**src/rtl/masked_pkg.sv**
```systemverilog
// masked_pkg: shared FSM states, bit timing and randomness sizing for masked serial arithmetic
package masked_pkg;
  typedef enum logic [1:0] {IDLE, RUN, DONE} state_t;
  localparam int T_BIT = 2;
  function automatic int rnd_w(input int n);
    return n * (n - 1) / 2;
  endfunction
endpackage

```
**src/rtl/masked_sub_serial_if.sv**
```systemverilog
// masked_sub_serial_if: operand/result handshake bus for the masked serial subtractor
interface masked_sub_serial_if #(parameter int d = 2, parameter int W = 8);
  logic                 in_valid;
  logic                 in_ready;
  logic [d*W-1:0]       a_input;
  logic [d*W-1:0]       b_input;
  logic [d*(d-1)-1:0]   rnd;
  logic                 out_valid;
  logic                 out_ready;
  logic [d*(W+1)-1:0]   out_c;
  modport master (output in_valid, a_input, b_input, rnd, out_ready, input in_ready, out_valid, out_c);
  modport slave (input in_valid, a_input, b_input, rnd, out_ready, output in_ready, out_valid, out_c);
endinterface

```
**src/rtl/MSKand_HPC2.sv**
```systemverilog
// MSKand_HPC2: d-share HPC2 AND gadget; inb sampled in cycle 0, ina held through cycle 1, c valid in cycle 1
module MSKand_HPC2 import masked_pkg::*; #(parameter int d = 2) (
  input  logic                  clk,
  input  logic [d-1:0]          ina,
  input  logic [d-1:0]          inb,
  input  logic [rnd_w(d)-1:0]   rnd,
  output logic [d-1:0]          c
);
  for (genvar i = 0; i < d; i++) begin : g_i
    logic aibi;
    logic [d-1:0] t;
    always_ff @(posedge clk) aibi <= ina[i] & inb[i];
    for (genvar j = 0; j < d; j++) begin : g_j
      if (i == j) begin : g_eq
        assign t[j] = 1'b0;
      end else begin : g_ne
        localparam int lo = i < j ? i : j;
        localparam int hi = i < j ? j : i;
        // r_ij == r_ji so the cross terms cancel when all shares are combined
        localparam int k = lo * d - lo * (lo + 1) / 2 + hi - lo - 1;
        logic u, v;
        always_ff @(posedge clk) begin
          u <= ~ina[i] & rnd[k];
          v <= inb[j] ^ rnd[k];
        end
        assign t[j] = u ^ (ina[i] & v);
      end
    end
    assign c[i] = aibi ^ (^t);
  end
endmodule

```
**src/rtl/masked_fsub_bit.sv**
```systemverilog
// masked_fsub_bit: one masked full-subtractor slice; borrow-out valid one cycle after inputs settle
module masked_fsub_bit import masked_pkg::*; #(parameter int d = 2) (
  input  logic                    clk,
  input  logic [d-1:0]            a,
  input  logic [d-1:0]            b,
  input  logic [d-1:0]            br,
  input  logic [2*rnd_w(d)-1:0]   rnd,
  output logic [d-1:0]            diff,
  output logic [d-1:0]            br_next
);
  localparam int R = rnd_w(d);
  localparam logic [d-1:0] INV = {{(d-1){1'b0}}, 1'b1};
  logic [d-1:0] x, t0, t1;
  assign x = a ^ b;
  assign diff = x ^ br;
  MSKand_HPC2 #(.d(d)) u_and0 (.clk(clk), .ina(a ^ INV), .inb(b), .rnd(rnd[R-1:0]), .c(t0));
  MSKand_HPC2 #(.d(d)) u_and1 (.clk(clk), .ina(x ^ INV), .inb(br), .rnd(rnd[2*R-1:R]), .c(t1));
  assign br_next = t0 ^ t1;
endmodule

```
**src/rtl/masked_sub_serial.sv**
```systemverilog
// masked_sub_serial: bit-serial share-wise a - b with borrow, LSB first, two cycles per bit
module masked_sub_serial import masked_pkg::*; #(parameter int d = 2, parameter int W = 8) (
  input logic clk,
  input logic rst_n,
  masked_sub_serial_if.slave bus
);
  localparam int CW = $clog2(W);
  localparam int PW = $clog2(T_BIT);
  state_t state;
  logic [CW-1:0] cnt;
  logic [PW-1:0] phase;
  logic [d*W-1:0] a_sh, b_sh, c_sh;
  logic [d-1:0] br, diff, br_nx;
  masked_fsub_bit #(.d(d)) u_bit (
    .clk(clk), .a(a_sh[d-1:0]), .b(b_sh[d-1:0]), .br(br), .rnd(bus.rnd), .diff(diff), .br_next(br_nx)
  );
  assign bus.out_c = {br, c_sh};
  always_ff @(posedge clk or negedge rst_n) begin
    if (!rst_n) begin
      state <= IDLE;
      bus.in_ready <= 1'b1;
      bus.out_valid <= 1'b0;
      cnt <= '0;
      phase <= '0;
      a_sh <= '0;
      b_sh <= '0;
      c_sh <= '0;
      br <= '0;
    end else begin
      case (state)
        IDLE: if (bus.in_valid) begin
          a_sh <= bus.a_input;
          b_sh <= bus.b_input;
          br <= '0;
          cnt <= '0;
          phase <= '0;
          bus.in_ready <= 1'b0;
          state <= RUN;
        end
        RUN: if (phase != PW'(T_BIT - 1)) phase <= phase + 1'b1;
        else begin
          phase <= '0;
          a_sh <= a_sh >> d;
          b_sh <= b_sh >> d;
          c_sh <= {diff, c_sh[d*W-1:d]};
          br <= br_nx;
          if (cnt == CW'(W - 1)) begin
            bus.out_valid <= 1'b1;
            state <= DONE;
          end else cnt <= cnt + 1'b1;
        end
        DONE: if (bus.out_ready) begin
          bus.out_valid <= 1'b0;
          bus.in_ready <= 1'b1;
          state <= IDLE;
        end
        default: state <= IDLE;
      endcase
    end
  end
endmodule
```
**src/flat_wrapper.sv**
```systemverilog
// flat-port wrapper written by rule: the top's interface ports become plain ports
module masked_sub_serial_flat import masked_pkg::*;
#(parameter int d = 2, parameter int W = 8)
  (clk, rst_n, bus_in_valid, bus_a_input, bus_b_input, bus_rnd, bus_out_ready, bus_in_ready, bus_out_valid, bus_out_c);
  masked_sub_serial_if #(.d(d), .W(W)) bus_i ();
  input logic clk;
  input logic rst_n;
  input wire logic [$bits(bus_i.in_valid)-1:0] bus_in_valid;
  input wire logic [$bits(bus_i.a_input)-1:0] bus_a_input;
  input wire logic [$bits(bus_i.b_input)-1:0] bus_b_input;
  input wire logic [$bits(bus_i.rnd)-1:0] bus_rnd;
  input wire logic [$bits(bus_i.out_ready)-1:0] bus_out_ready;
  output wire logic [$bits(bus_i.in_ready)-1:0] bus_in_ready;
  output wire logic [$bits(bus_i.out_valid)-1:0] bus_out_valid;
  output wire logic [$bits(bus_i.out_c)-1:0] bus_out_c;
  assign bus_i.in_valid = bus_in_valid;
  assign bus_i.a_input = bus_a_input;
  assign bus_i.b_input = bus_b_input;
  assign bus_i.rnd = bus_rnd;
  assign bus_i.out_ready = bus_out_ready;
  assign bus_in_ready = bus_i.in_ready;
  assign bus_out_valid = bus_i.out_valid;
  assign bus_out_c = bus_i.out_c;
  masked_sub_serial #(.d(d), .W(W)) u_core (.clk(clk), .rst_n(rst_n), .bus(bus_i));
endmodule
```
**config.mk**
```make
export PLATFORM = sky130hd
export DESIGN_NAME = masked_sub_serial_flat
export DESIGN_NICKNAME = d
export VERILOG_FILES = /design/src/rtl/masked_pkg.sv /design/src/rtl/masked_sub_serial_if.sv /design/src/rtl/MSKand_HPC2.sv /design/src/rtl/masked_fsub_bit.sv /design/src/rtl/masked_sub_serial.sv /design/src/flat_wrapper.sv
export SDC_FILE = /design/constraint.sdc
export NUM_CORES = 1
export LEC_CHECK = 0
export CAP_MARGIN = 40
export CORE_MARGIN = 1
export CORE_UTILIZATION = 38
export CTS_CLUSTER_SIZE = 24
export DETAILED_ROUTE_END_ITERATION = 8
export GPL_ROUTABILITY_DRIVEN = 0
export SETUP_SLACK_MARGIN = 0.05
export SLEW_MARGIN = 20
export SYNTH_ARGS = -nofsm -noshare
export SYNTH_HDL_FRONTEND = slang
export SYNTH_SLANG_ARGS = --single-unit
```
**constraint.sdc**
```tcl
create_clock -name clk -period 1.33 [get_ports clk]
set_input_delay 0.399 -clock clk [delete_from_list [all_inputs] [get_ports clk]]
set_output_delay 0.399 -clock clk [all_outputs]
set_load 0.1 [all_outputs]
```
==> results of run 1 <==
-- cell usage after synthesis --
cell type   n  area (sq um)
o21ai_0    19          95.1
ha_1        6          75.1
a21oi_1     6          30.0
nor2_1      2          7.51
nand2b_1    5          31.3
mux2_2     16           180
buf_2       3          15.0
nor2b_4     1          13.8
a31oi_1     1          6.26
o21bai_1    1          7.51
xnor2_1    10          87.6
buf_8       2          30.0
nand3_1     2          10.0
buf_4       1          7.51
o21ai_1    21           105
nor2b_1     9          56.3
dfxtp_1    12           240
nand2_1    41           154
a21o_1      1          7.51
mux2i_1    28           280
a22o_1      2          17.5
xor2_1      4          35.0
and2_1      1          6.26
inv_1       3          11.3
dfrtp_1    57          1430
clkbuf_1    3          11.3
dfstp_2     1          26.3
buf_6       4          45.0
-- routing by layer --
| layer | track usage [%] | share of wire [%] |
|---|---|---|
| met5 | 0 | 0 |
| met4 | 6.75 | 0.94 |
| met3 | 5.28 | 4.9 |
| met2 | 27.6 | 51 |
| met1 | 20.6 | 43 |
-- stage by stage --
stage               util, %  hold WS, ns
floorplan                 -        0.103
global placement       52.5        0.315
detailed placement     52.5        0.312
CTS                    59.5        0.468
global route           61.5        0.480
finish                 61.5        0.479
-- registers in the layout (all words and copies together), names as in the netlist, 3 cells and up --
| register | flops |
|---|---|
| u_core.c_sh | 16 |
| u_core.b_sh | 16 |
| u_core.a_sh | 16 |
| u_core.cnt | 3 |
-- worst max path at each step --
| stage | start | to | slack [ns] |
|---|---|---|---|
| 6_report | u_core.bus.in_ready | bus_in_ready | -0.16 |
| 3_3_place_gp | bus_in_valid | u_core.cnt[0] | -0.32 |
| 3_5_place_dp | bus_in_valid | u_core.cnt[0] | -0.34 |
| 5_1_grt | u_core.bus.in_ready | bus_in_ready | -0.20 |
| 4_1_cts | u_core.bus.in_ready | bus_in_ready | -0.17 |
| 2_1_floorplan | u_core.br[1] | u_core.c_sh[15] | -0.04 |
-- cells by family after synthesis --
group | after synthesis
flops | 70
simple gates | 61
compound gates | 51
mux | 44
buf+inv | 16
xor+xnor | 14
fa+ha+maj | 6
-- cell type report --
class                           count  area share [%]
Clock buffer                       11            3.20
Clock inverter                      5            1.22
Inverter                            3           0.238
Multi-Input combinational cell    176            28.4
Sequential cell                    70            36.3
Tap cell                          102            2.70
Timing Repair Buffer              100            27.9
-- timing repair --
| action | in CTS | in global routing |
|---|---|---|
| resized for setup | 18 | 25 |
| hold buffers | 1 | 0 |
| buffers inserted | 13 | 7 |
| gates cloned | 5 | 1 |
| setup endpoints to repair | 46 | 70 |
| hold endpoints to repair | 9 | 0 |
| pin swaps | 6 | 5 |
==> impl_metrics.py, run 1 <==
metrics = {
    "placed_design": {
        "hpwl_um": 4060,
        "placed_area_sq_um": 4040,
        "dp.cells": 424,
        "preCtsSetupSlack_ns": -0.335,
        "port_buffers": 57,
    },
    "timing": {
        "fin_skew_ns": 0.00614,
        "tns_ns": -1.90,
        "rsz0062_at_grt": "true",
        "layout_setup_ws_ns": -0.155,
        "finalCritPeriodShare_pct": 112,
        "slew_headroom_pct": 77.9,
        "finalMaxSlewViolations": 0,
        "final-setup-viol-count": 49,
        "hold_viol": 0,
        "fmax_mhz": 673,
        "tightestPinTransition_ns": 0.331,
        "fin_crit_ns": 1.49,
    },
    "setup_path": {
        "required_ns": 0.93,
        "endpoint_kind": "primary output",
        "crit_path_cell_trace": "buf_12",
        "crit_fanout": 2,
        "cpPeakStageDelay_ns": 0.57,
        "crit_buf_inv": 1,
        "crit_slowest_cell": "dfstp_2",
        "r2r_setup_slack_ns": -0.10,
        "critical_path.startpoint_type": "register",
        "path_delay_family": "flip-flops",
        "r2r_cells": 6,
        "crit_cells": 1,
        "crit_type": "reg -> out",
        "cp_data_arrival_time_ns": 1.09,
        "worstReg2RegEnd": "u_core.a_sh[12]",
        "r2r_start": "u_core.state[0]",
    },
    "synthesis": {
        "synthCells": 262,
        "synth_top_family_by_area": "multiplexers",
        "synthSimpleGateAreaFrac_pct": 9.24,
        "synth_xor_area_share_pct": 4.06,
        "synth.yosys.warnings": 0,
        "ys_seq_area_share_pct": 56.1,
        "ys_ff_latch": 70,
        "syn_nets": 306,
        "syn_area_sq_um": 3020,
        "yosys.area_share.adder_pct": 2.49,
        "yosysUniqueCellTypes": 28,
        "synth_compound_area_share_pct": 8.91,
        "synth.area.mux_share_pct": 15.3,
        "avgSynthCellArea_sq_um": 11.5,
    },
    "floorplanning": {
        "ios": 58,
        "std_cell_rows": 32,
        "initial_utilization_pct": 39.3,
        "core_area_sq_um": 7690,
        "die_h_um": 91.1,
        "die_w_um": 91.1,
        "dieArea_sq_um": 8310,
    },
    "final_layout": {
        "syn2layout_area_growth_pct": 56.5,
        "seqCellArea_sq_um": 1720,
        "multi_input_area_sq_um": 1340,
        "fillers": 636,
        "layout.nets": 404,
        "mostFrequentLayoutCells": "dfrtp_1 (38), nand2_1 (37), clkdlybuf4s50_1 (36), o21ai_1 (32), buf_12 (28)",
        "n_antenna_cell": 0,
        "final_cells": 467,
        "drive_gt1_share_pct": 36.7,
        "layout_commonest_cell": "dfrtp_1",
        "final_cell_area_sq_um": 4730,
    },
    "grt": {
        "antenna_found_initial": 0,
        "grt_pass1_vias": 2248,
        "grt_usage_pct": 16.8,
        "grt_pass1_wl_um": 10700,
        "grt-ovfl-total": 0,
        "grt_max_degree": 30,
    },
    "detailed_routing": {
        "wire_per_inst_um": 13.9,
        "firstDrtPassIters": 4,
        "routed_wl_um": 6470,
        "drt_iter0_drc": 97,
        "postRouteAntennaNets": 0,
        "vias": 2180,
        "viasPerCell": 4.67,
        "post-route-drc-count": 0,
    },
    "job": {
        "cap_violations": 0,
    },
    "status": {
        "status": "finished, violations left",
        "violations": "setup timing",
    },
    "clocking": {
        "cts_tree": "built",
        "root_buffer": "clkbuf_8",
        "clk_path_buf_depth": 2,
        "numCtsBuffers": 9,
        "clk_transition_reported_paths_ns": 0.08,
        "clk_latency_ns": 0.34,
        "htreeDepth": 3,
        "cts_sinks": 70,
    },
    "min_path": {
        "hp-class": "in -> async",
    },
}
Power of run 1 is left out: the tool's default activity adds up to more than one toggle a clock period on the data nets, which glitch-free logic cannot reach.
==> run 2: changes to the inputs <==
--- a/config.mk
+++ b/config.mk
@@ -5,6 +5,7 @@
 export SDC_FILE = /design/constraint.sdc
 export NUM_CORES = 1
 export LEC_CHECK = 0
+export ABC_CLOCK_PERIOD_IN_PS = 1330
 export CAP_MARGIN = 40
 export CORE_MARGIN = 1
 export CORE_UTILIZATION = 38
==> constraint.sdc (replaced) <==
create_clock -name clk -period 1.33 [get_ports clk]
set_input_delay 0.3325 -clock clk [delete_from_list [all_inputs] [get_ports clk]]
set_output_delay 0.3325 -clock clk [all_outputs]
set_load 0.1 [all_outputs]
==> run 2 against run 1 <==
  * The flow still finishes with violations (setup timing)
  * Sequential share of layout area is 1.3 points higher
  * Flip-flop and latch count stayed put
  * First-iteration DRC count is 40% lower
  * Register-to-register slack better by 0.07 ns
  * Clock skew is 0.0027 ns higher
  * Critical path depth stayed put
  * Fmax is 6.5% higher
  * Non-clock buffer count is 7 lower
  * Global-route usage is 0.68 points lower
  * Final area is 4.7% lower
  * Final cell count is 1.5% lower
==> impl_metrics.py, run 2 (same netlist as run 1, synthesis figures left out) <==
metrics = {
    "clocking": {
        "root_buffer": "clkbuf_8",
        "numCtsBuffers": 9,
        "htreeDepth": 3,
        "cts_sinks": 70,
        "clk_path_buf_depth": 2,
        "clk_transition_reported_paths_ns": 0.07,
        "cts_tree": "built",
        "clk_latency_ns": 0.33,
    },
    "grt": {
        "grt-ovfl-total": 0,
        "grt_max_degree": 59,
        "grt_usage_pct": 16.2,
        "grt_pass1_vias": 2167,
        "grt_pass1_wl_um": 10400,
        "antenna_found_initial": 0,
    },
    "timing": {
        "rsz0062_at_grt": "true",
        "tightestPinTransition_ns": 0.319,
        "hold_viol": 0,
        "fin_skew_ns": 0.00884,
        "slew_headroom_pct": 78.7,
        "layout_setup_ws_ns": -0.0652,
        "fin_crit_ns": 1.40,
        "tns_ns": -0.174,
        "finalCritPeriodShare_pct": 105,
        "fmax_mhz": 717,
        "hold_ws_ns": 0.484,
        "final-setup-viol-count": 7,
        "finalMaxSlewViolations": 0,
    },
    "setup_path": {
        "critical_path.startpoint_type": "register",
        "crit_slowest_cell": "dfstp_2",
        "crit_type": "reg -> out",
        "r2r_cells": 4,
        "required_ns": 1.00,
        "crit_buf_inv": 1,
        "cpPeakStageDelay_ns": 0.56,
        "crit_path_cell_trace": "buf_12",
        "crit_fanout": 2,
        "path_delay_family": "flip-flops",
        "crit_cells": 1,
        "endpoint_kind": "primary output",
        "cp_data_arrival_time_ns": 1.06,
    },
    "floorplanning": {
        "core_area_sq_um": 7690,
        "die_w_um": 91.1,
        "std_cell_rows": 32,
        "dieArea_sq_um": 8310,
        "die_h_um": 91.1,
        "initial_utilization_pct": 39.3,
        "ios": 58,
    },
    "detailed_routing": {
        "postRouteAntennaNets": 0,
        "drt_iter0_drc": 58,
        "wire_per_inst_um": 13.8,
        "vias": 2161,
        "post-route-drc-count": 0,
        "viasPerCell": 4.70,
        "routed_wl_um": 6340,
        "firstDrtPassIters": 4,
    },
    "final_layout": {
        "mostFrequentLayoutCells": "dfrtp_1 (54), nand2_1 (38), clkdlybuf4s50_1 (36), o21ai_1 (33), mux2i_1 (27)",
        "layout_commonest_cell": "dfrtp_1",
        "syn2layout_area_growth_pct": 49.2,
        "largestRegisters": "u_core.a_sh: 16 flops, u_core.b_sh: 16 flops, u_core.c_sh: 16 flops",
        "layout.nets": 397,
        "final_cells": 460,
        "n_antenna_cell": 0,
        "drive_gt1_share_pct": 28.8,
    },
    "min_path": {
        "hp-class": "reg -> reg",
        "worstHoldPathCells": 2,
    },
    "placed_design": {
        "port_buffers": 57,
        "dp.cells": 421,
        "hpwl_um": 3870,
        "preCtsSetupSlack_ns": -0.286,
    },
    "job": {
        "cap_violations": 0,
    },
    "status": {
        "violations": "setup timing",
        "status": "finished, violations left",
    },
}
run 2: cell count changes in the layout (fill, tap and decap cells not counted), moves of 2 or more:
cell	previous run	this run
dfrtp_1	38	54
dfrtp_2	19	3
buf_12	28	24
clkbuf_1	0	4
clkinvlp_4	3	0
buf_16	5	3
buf_6	3	1
run 2: timing repair:
| item | CTS | global route |
|---|---|---|
| setup buffers | 13 | 5 |
| endpoints found under the hold margin | 8 | 0 |
| pin swaps | 7 | 11 |
| setup endpoints to repair | 63 | 73 |
| resized for setup | 24 | 13 |
| hold buffers | 1 | 0 |
| gates cloned | 3 | 1 |
run 2: routing by layer:
layer | global-route usage, % | share of wire (%) | vias up
met1 | 20.9 | 46 | 1048
li1 | - | - | 1074
met2 | 26.5 | 50 | 32
met3 | 3.43 | 2.8 | 7
met5 | 0 | 0 | -
met4 | 6.35 | 0.95 | 0
run 2: path summary, 6_finish.rpt:
| kind | start | to | slack [ns] |
|---|---|---|---|
| worst max-delay path | u_core.bus.in_ready | bus_in_ready | -0.07 |
| worst min-delay path | u_core.a_sh[6] | u_core.a_sh[6] | 0.48 |
| worst max register to register | u_core.state[0] | u_core.a_sh[0] | -0.03 |
| worst min register to register | u_core.a_sh[6] | u_core.a_sh[6] | 0.48 |
| max in group asynchronous | rst_n | u_core.bus.in_ready | 0.49 |
| min in group asynchronous | rst_n | u_core.a_sh[5] | 0.53 |
run 2: stage by stage:
step,utilization (%),area (sq um)
after floorplan,-,3040
after global placement,51.6,3970
after detailed placement,51.6,3970
after CTS,57.4,4410
after global routing,58.6,4510
final,58.6,4510
run 2: layout make-up:
| class | instances | area [sq um] |
|---|---|---|
| sequential | 70 | 1700 |
| clock buffer | 14 | 153 |
| timing repair buffer | 93 | 1170 |
| tap | 102 | 128 |
| fill | 662 | 3180 |
| inverter | 3 | 11.3 |
| clock inverter | 2 | 10.0 |
| multi-input combinational | 176 | 1340 |
Power of run 2 is left out for the same reason.
==> run 3: changes to the inputs <==
--- a/config.mk
+++ b/config.mk
@@ -7,11 +7,11 @@
 export LEC_CHECK = 0
 export ABC_CLOCK_PERIOD_IN_PS = 1330
 export CAP_MARGIN = 40
-export CORE_MARGIN = 1
 export CORE_UTILIZATION = 38
 export CTS_CLUSTER_SIZE = 24
 export DETAILED_ROUTE_END_ITERATION = 8
 export GPL_ROUTABILITY_DRIVEN = 0
+export PLACE_DENSITY_LB_ADDON = 0.05
 export SETUP_SLACK_MARGIN = 0.05
 export SLEW_MARGIN = 20
 export SYNTH_ARGS = -nofsm -noshare
==> run 3 against run 2 <==
  * The run still ends with setup timing left
  * Clock skew fell by 0.0023 ns
  * Final area rose by 8.7%
  * Fmax fell by 0.86%
  * Highest routed layer unchanged
  * Final cell count rose by 3.3%
  * Critical path depth did not move
  * Largest cell class unchanged
  * Routed wire length rose by 7.7%
  * Sequential share of layout area fell by 3.0 points
  * Worst setup slack got worse by 0.012 ns
  * Global-route usage rose by 0.66 points
==> impl_metrics.py, run 3 (same netlist as run 1, synthesis figures left out) <==
metrics = {
    "placed_design": {
        "dp.cells": 425,
        "port_buffers": 57,
        "hpwl_um": 3940,
    },
    "grt": {
        "grt_usage_pct": 16.8,
        "gr-usage-met3_pct": 5.70,
        "globalRoute.busiestLayer": "met2",
        "grt-ovfl-total": 0,
        "met1_usage_pct": 20.9,
        "grt_pass1_vias": 2171,
        "grt_util_met2_pct": 27.4,
        "antenna_found_initial": 0,
        "grt_pass1_wl_um": 10800,
        "grt_max_degree": 29,
    },
    "clocking": {
        "root_buffer": "clkbuf_8",
        "numCtsBuffers": 9,
        "cts_sinks": 70,
        "cts_tree": "built",
        "clk_transition_reported_paths_ns": 0.07,
        "clk_path_buf_depth": 2,
        "clk_latency_ns": 0.35,
        "htreeDepth": 3,
    },
    "floorplanning": {
        "die_h_um": 91.1,
        "dieArea_sq_um": 8310,
        "std_cell_rows": 32,
        "ios": 58,
        "die_w_um": 91.1,
        "initial_utilization_pct": 39.3,
        "core_area_sq_um": 7690,
    },
    "detailed_routing": {
        "postRouteAntennaNets": 0,
        "firstDrtPassIters": 4,
        "viasPerCell": 4.77,
        "wire_per_inst_um": 14.4,
        "vias": 2268,
        "post-route-drc-count": 0,
        "routed_wl_um": 6830,
        "drt_iter0_drc": 91,
    },
    "timing": {
        "fin_crit_ns": 1.41,
        "layout_setup_ws_ns": -0.0773,
        "rsz0062_at_grt": "true",
        "finalMaxSlewViolations": 0,
        "slew_headroom_pct": 78.1,
        "tns_ns": -1.34,
        "fin_skew_ns": 0.00656,
        "tightestPinTransition_ns": 0.328,
        "final-setup-viol-count": 40,
        "fmax_mhz": 711,
        "hold_viol": 0,
        "hold_ws_ns": 0.424,
        "finalCritPeriodShare_pct": 106,
    },
    "final_layout": {
        "layout_commonest_cell": "dfrtp_1",
        "mostFrequentLayoutCells": "dfrtp_1 (54), clkdlybuf4s50_1 (36), buf_4 (31), o21ai_1 (29)",
        "fillers": 622,
        "final_cells": 475,
        "seqCellArea_sq_um": 1700,
        "syn2layout_area_growth_pct": 62.2,
        "final_util_pct": 63.7,
        "layout.nets": 412,
        "drive_gt1_share_pct": 37.8,
        "multi_input_area_sq_um": 1420,
        "n_antenna_cell": 0,
        "largestRegisters": "u_core.a_sh: 16 flops, u_core.b_sh: 16 flops, u_core.c_sh: 16 flops",
    },
    "setup_path": {
        "crit_path_cell_trace": "buf_12",
        "r2r_setup_slack_ns": -0.07,
        "crit_fanout": 2,
        "crit_buf_inv": 1,
        "endpoint_kind": "primary output",
        "crit_slowest_cell": "dfstp_2",
        "r2r_start": "u_core.state[0]",
        "r2r_cells": 5,
        "path_delay_family": "flip-flops",
        "cpPeakStageDelay_ns": 0.56,
        "worstReg2RegEnd": "u_core.a_sh[0]",
        "crit_type": "reg -> out",
        "critical_path.startpoint_type": "register",
        "required_ns": 1.00,
        "cp_data_arrival_time_ns": 1.07,
    },
    "job": {
        "cap_violations": 0,
    },
    "status": {
        "violations": "setup timing",
        "status": "finished, violations left",
    },
    "min_path": {
        "hp-class": "in -> async",
    },
}
## run 3: cell types whose count changed in the layout (fill, tap and decap cells not counted), sizes merged
cell / before / now
clkinv: 2 / 1
clkinvlp: 0 / 1
a21o: 1 / 2
buf: 55 / 65
clkbuf: 15 / 16
bufinv: 0 / 3
## run 3: per-stage QoR
step / area (sq um) / setup WS (ns)
CTS: 4600 / -0.100
floorplan: 3040 / -0.0376
finish: 4900 / -0.0773
global route: 4900 / -0.112
global placement: 4030 / -0.255
detailed placement: 4030 / -0.269
## run 3: what timing repair did
| item | CTS | global route |
|---|---|---|
| setup endpoints to repair | 41 | 72 |
| gates cloned | 4 | 7 |
| hold endpoints to repair | 8 | 0 |
| hold buffers | 1 | 0 |
| setup buffers | 15 | 7 |
| resized for setup | 22 | 39 |
| pin swaps | 9 | 12 |
## run 3: layout make-up
type / count / share of cell area, %
well taps: 102 / 2.61
clock inverters: 5 / 2.17
multi-input cells: 177 / 28.9
flip-flops and latches: 70 / 34.6
clock buffers: 11 / 2.89
inverters: 3 / 0.230
repair buffers: 107 / 28.5
## run 3: worst max path at each step
stage	startpoint	end	slack, ns	cells past startpoint
2_1_floorplan	u_core.br[1]	u_core.c_sh[15]	-0.04	2
3_3_place_gp	bus_in_valid	u_core.b_sh[14]	-0.26	5
3_5_place_dp	bus_in_valid	u_core.b_sh[11]	-0.27	6
4_1_cts	u_core.bus.in_ready	bus_in_ready	-0.10	1
5_1_grt	u_core.bus.in_ready	bus_in_ready	-0.11	1
6_report	u_core.bus.in_ready	bus_in_ready	-0.08	1
## run 3: per-layer routing
layer	vias to the layer above	part of all wire, %	wire length [um]
met4	0	1.5	102
met3	8	4.6	311
met5	-	0	0
met1	1102	44	3020
li1	1114	-	-
met2	44	50	3390
## run 3: worst register-to-register path, cell delays in order (launching register included)
cell and delay [ns]:
dfrtp_1 0.37, buf_4 0.11, nor2b_4 0.24, buf_12 0.21
mux2i_1 0.28, o21ai_2 0.08
Power of run 3 is left out for the same reason.
